==> src/rtl/regfile_dump_uart.sv <==
// Debug readout engine: reads x0..x31 over the register file debug port and
// streams a header byte plus each word (MSB byte first) out as UART 8N1.
module regfile_dump_uart #(
  parameter int         CLKS_PER_BIT = 434,
  parameter logic [7:0] HEADER       = 8'hA5
) (
  input  logic        clock,
  input  logic        reset,
  input  logic        start,
  output logic [4:0]  dbg_addr,
  output logic        dbg_clk,
  input  logic [31:0] dbg_data,
  output logic        tx,
  output logic        busy,
  output logic        done
);

  localparam int               CNT_W   = $clog2(CLKS_PER_BIT);
  localparam logic [CNT_W-1:0] CNT_MAX = CNT_W'(CLKS_PER_BIT - 1);

  typedef enum logic [2:0] {
    IDLE,
    SEND,
    RD_ADDR,
    RD_STROBE,
    RD_CAP
  } state_t;

  state_t           state;
  state_t           state_nxt;
  logic [CNT_W-1:0] clk_cnt;
  logic [3:0]       bit_cnt;
  logic [1:0]       byte_cnt;
  logic [4:0]       index;
  logic             in_hdr;
  logic [7:0]       tx_byte;
  logic [31:0]      word;
  logic             bit_end;
  logic             byte_end;
  logic             word_end;

  always_ff @(posedge clock or negedge reset) begin
    if (!reset) begin
      state <= IDLE;
    end else begin
      state <= state_nxt;
    end
  end

  always_comb begin
    bit_end   = (state == SEND) && (clk_cnt == CNT_MAX);
    byte_end  = bit_end && (bit_cnt == 4'd9);
    word_end  = byte_end && !in_hdr && (byte_cnt == 2'd3);
    state_nxt = state;
    case (state)
      IDLE: begin
        if (start) begin
          state_nxt = SEND;
        end
      end
      SEND: begin
        if (byte_end && in_hdr) begin
          state_nxt = RD_ADDR;
        end else if (word_end) begin
          state_nxt = (index == 5'd31) ? IDLE : RD_ADDR;
        end
      end
      RD_ADDR:   state_nxt = RD_STROBE;
      RD_STROBE: state_nxt = RD_CAP;
      RD_CAP:    state_nxt = SEND;
      default:   state_nxt = IDLE;
    endcase
  end

  always_ff @(posedge clock or negedge reset) begin
    if (!reset) begin
      tx       <= 1'b1;
      busy     <= 1'b0;
      done     <= 1'b0;
      dbg_clk  <= 1'b0;
      dbg_addr <= 5'd0;
      index    <= 5'd0;
      clk_cnt  <= '0;
      bit_cnt  <= 4'd0;
      byte_cnt <= 2'd0;
      in_hdr   <= 1'b0;
      tx_byte  <= 8'd0;
      word     <= 32'd0;
    end else begin
      done    <= 1'b0;
      dbg_clk <= (state == RD_ADDR);
      case (state)
        IDLE: begin
          tx <= 1'b1;
          if (start) begin
            tx_byte  <= HEADER;
            tx       <= 1'b0;
            busy     <= 1'b1;
            in_hdr   <= 1'b1;
            index    <= 5'd0;
            clk_cnt  <= '0;
            bit_cnt  <= 4'd0;
            byte_cnt <= 2'd0;
          end
        end
        SEND: begin
          if (!bit_end) begin
            clk_cnt <= clk_cnt + 1'b1;
          end else begin
            clk_cnt <= '0;
            if (bit_cnt != 4'd9) begin
              // bit_cnt is the bit just finished; drive the following one
              bit_cnt <= bit_cnt + 4'd1;
              tx      <= (bit_cnt == 4'd8) ? 1'b1 : tx_byte[bit_cnt[2:0]];
            end else begin
              bit_cnt <= 4'd0;
              if (in_hdr) begin
                in_hdr   <= 1'b0;
                index    <= 5'd0;
                dbg_addr <= 5'd0;
              end else if (byte_cnt != 2'd3) begin
                byte_cnt <= byte_cnt + 2'd1;
                tx_byte  <= word[23:16];
                word     <= {word[23:0], 8'h00};
                tx       <= 1'b0;
              end else if (index == 5'd31) begin
                busy <= 1'b0;
                done <= 1'b1;
              end else begin
                byte_cnt <= 2'd0;
                index    <= index + 5'd1;
                dbg_addr <= index + 5'd1;
              end
            end
          end
        end
        RD_CAP: begin
          word     <= dbg_data;
          tx_byte  <= dbg_data[31:24];
          tx       <= 1'b0;
          clk_cnt  <= '0;
          bit_cnt  <= 4'd0;
          byte_cnt <= 2'd0;
        end
        default: begin
        end
      endcase
    end
  end

endmodule
==> config.mk <==
export PLATFORM = sky130hd
export DESIGN_NAME = regfile_dump_uart
export DESIGN_NICKNAME = d
export VERILOG_FILES = /design/src/rtl/regfile_dump_uart.sv
export SDC_FILE = /design/constraint.sdc
export NUM_CORES = 1
export LEC_CHECK = 0
export CAP_MARGIN = 5
export CORE_MARGIN = 2
export CORE_UTILIZATION = 30
export CTS_CLUSTER_SIZE = 30
export DETAILED_ROUTE_END_ITERATION = 16
export PLACE_DENSITY = 0.46
export SLEW_MARGIN = 20
export SYNTH_ARGS = -nofsm -noshare
export SYNTH_HDL_FRONTEND = slang
export SYNTH_SLANG_ARGS = --single-unit
==> constraint.sdc <==
create_clock -name clock -period 2 [get_ports clock]
set_input_delay 0.2 -clock clock [delete_from_list [all_inputs] [get_ports clock]]
set_output_delay 0.2 -clock clock [all_outputs]
set_load 0.01 [all_outputs]
==> results.cfg <==
[outcome]
status = finished clean

[grt]
antenna_found_initial = 0
grt_use_met3 = 0.03390
met1_usage = 0.1875
met2_usage = 0.2082
grt_busiest_layer = met2
overflow = 0
grt_max_degree = 66
grt_pass1_wl_um = 13480
grt_pass1_vias = 2641
grt_usage = 0.1369

[job]
cap_violations = 0

[logic_synthesis]
ys_seq_elements = 65
synthCells = 301
yosys_warnings = 0
synth_ff_type = dfrtp_1
synth.top_cells.by_count = dfrtp_1 (64), mux2_2 (29), nor2_1 (16)
synth_area_leader_cell = dfrtp_1
synth_most_common_cell = dfrtp_1
syn-cell-area_mm2 = 0.003437
yosysUniqueCellTypes = 59
synth-edff-count = 0
synth_area_per_cell_um2 = 11.42
synth_nets = 344
synthTopCellsByArea = dfrtp_1 (47%), mux2_2 (9.5%), mux2_4 (4.4%), ha_1 (2.9%), a22o_1 (2.3%)
ys_seq_area_frac = 0.4736
async_flop_share = 1.000
synth_top_area_share = 0.4660

[critical_path]
startpoint = bit_cnt[1]$_DFFE_PN0P_
critPathKind = reg -> reg
slowest_stage = dfrtp_1
timing.critical_path.required_ps = 2210
cp-start-kind = flip-flop
r2r-start = bit_cnt[1]$_DFFE_PN0P_
end_kind = flip-flop
crit_chain = inv_1, ha_1, and3b_2, and3_4, a31o_2, buf_12, mux2_2
cp.arrival_ps = 2130
crit_fanout = 16
max_stage_delay_ps = 400

[place]
pre_cts_ws_ps = 46.92
placed_area_mm2 = 0.004277
place_hpwl_um = 5736
gp_congestion = 0.7523
port_buffers = 43
placed_cells = 508

[timing]
fin_tns_setup_ps = 0
max_freq_mhz = 521.2
finalCritPeriodShare = 0.9594
timing.slew.headroom = 0.7428
hold_viol_final = 0
worst_pin_slew_ps = 384.4
finalSetupViolCount = 0
slew_viol_final = 0
fin_skew_ps = 6.925
finalWorstPathRequiredPeriod_ps = 1919
fin_ws_ps = 81.19

[layout]
multi_input_area_mm2 = 0.001705
final_core_util = 0.4074
finalNonFillerCells = 525
area_delta_synth_final_pct = 34.18
diodes = 0
fin_area_mm2 = 0.004612
fill_cells = 1108
nets = 420
drive_gt1_frac = 0.2958
seqCellArea_mm2 = 0.001628

[clock_network]
post_cts_buffers = 0
tritoncts = done
path_clk_slew_ps = 60
cts_root_buffer = clkbuf_16
clk_latency_ps = 330
htreeDepth = 3
clock_sinks = 65
clock_path_buffers = 2
cts_buffers = 9

[detailed_routing]
first_pass_iters = 4
wirelength_um = 8180
drcViolationCount = 0
avgViaCountPerCell = 4.956
drt_iter0_drc = 97
final_antenna_net_count = 0
vias = 2602
avgRoutedWirePerCell_um = 15.58

[power]
leakagePower_nw = 2.066
p_switching_w = 0.0008981
combinationalPowerShare = 0.111
p_int_w = 0.002610
p_sw_frac = 0.2560
ir_worst_vdd_mv = 0.4912
p_clk_frac = 0.459
seqPwrFrac = 0.430
p_per_area_mw_per_mm2 = 760.6

[floorplanning]
core_area_mm2 = 0.01132
die_width_um = 111.0
io_pins = 44
fp-row-count = 39
dieArea_mm2 = 0.01233
die_h_um = 111.0
initial_utilization = 0.3036

[min_path]
min_path_type = in -> async
what timing repair did:
| action | 4_1_cts | 5_1_grt |
|---|---|---|
| resized for setup | 0 | 7 |
| hold buffers | 1 | 0 |
| setup endpoints to repair | 0 | 19 |
| endpoints found under the hold margin | 64 | 0 |
kinds of logic (layout without fill, tap and decap cells):
logic type | Yosys count | after routing | share of synthesized area
AO/OA/AOI/OAI | 66 | 66 | 0.1362
XOR/XNOR | 8 | 8 | 0.02039
adder cells (fa/ha/maj) | 8 | 8 | 0.02912
buffers and inverters | 27 | 108 | 0.03859
flip-flops | 65 | 65 | 0.4736
multiplexers | 46 | 46 | 0.1664
AND/OR/NAND/NOR | 81 | 81 | 0.1358
area by class of cell:
cell class / count / share of cell area
Clock buffer: 9 / 0.04883
Timing Repair Buffer: 82 / 0.1644
Clock inverter: 7 / 0.01709
Tap cell: 143 / 0.03880
Sequential cell: 65 / 0.3530
Inverter: 10 / 0.008139
Multi-Input combinational cell: 209 / 0.3698
cells in the final DEF (no fill, tap or decap), drive strengths merged, types with 3 or more instances in the layout:
cell type      instances
dfrtp                 64
clkdlybuf4s50         42
buf                   39
mux2                  39
nor2                  16
a21oi                 15
nand2                 13
o21ai                 13
inv                   12
nand3                 10
a22o                   9
clkbuf                 9
ha                     8
xnor2                  7
nor4                   7
mux2i                  5
a2bb2oi                5
o22ai                  5
nor3                   4
and2                   3
nand3b                 3
a21o                   3
o31ai                  3
nand2b                 3
nand4                  3
clkinvlp               3
and3                   3
nor2b                  3
nor3b                  3
metrics by stage:
stage / hold WS (ps) / power, W
finish: 423.5 / 0.003508
global route: 463.0 / 0.003672
CTS: 440.3 / 0.003553
detailed placement: 257.2 / 0.001922
global placement: 254.3 / 0.001918
floorplan: -95.59 / 0.001716
registers in the layout (all words and copies together), names as in the netlist, 2 cells and up:
register,count
word,24
clk_cnt,9
tx_byte,8
dbg_addr,5
index,5
bit_cnt,4
state,3
byte_cnt,2
worst paths after layout:
path / depth (start not counted) / endpoint / slack (ps)
max: 7 / word[12]$_DFFE_PN0P_ / 80
min reg2reg: 1 / word[2]$_DFFE_PN0P_ / 500
min: 3 / index[2]$_DFFE_PN0P_ / 420
max reg2reg: 7 / word[12]$_DFFE_PN0P_ / 80
min in group clock: 2 / word[6]$_DFFE_PN0P_ / 470
max in group asynchronous: 3 / tx$_DFFE_PN1P_ / 1250
worst max-delay path: cells and delay by family, from the launching register on:
kind / cells / cell delay [ps]
fa+ha+maj: 1 / 170
flops: 1 / 400
simple gates: 2 / 440
compound gates: 1 / 180
buf+inv: 2 / 270
mux: 1 / 340
power groups by stage:
stage,sequential [W],combinational [W],clock [W]
after floorplan,0.00152,0.000197,0
after global placement,0.00153,0.000385,0
after detailed placement,0.00153,0.000391,0
after CTS,0.00151,0.000394,0.00165
after global routing,0.00152,0.000436,0.00172
final,0.00151,0.000389,0.00161
routing by layer:
layer  vias up  routed length, µm  share of wire
li1       1270                  -              -
met4         0                121          0.015
met3        10                327          0.040
met1      1270               4051           0.50
met5         -                  0              0
met2        52               3680           0.45
Note: power is estimated with default switching activity, not from simulation.
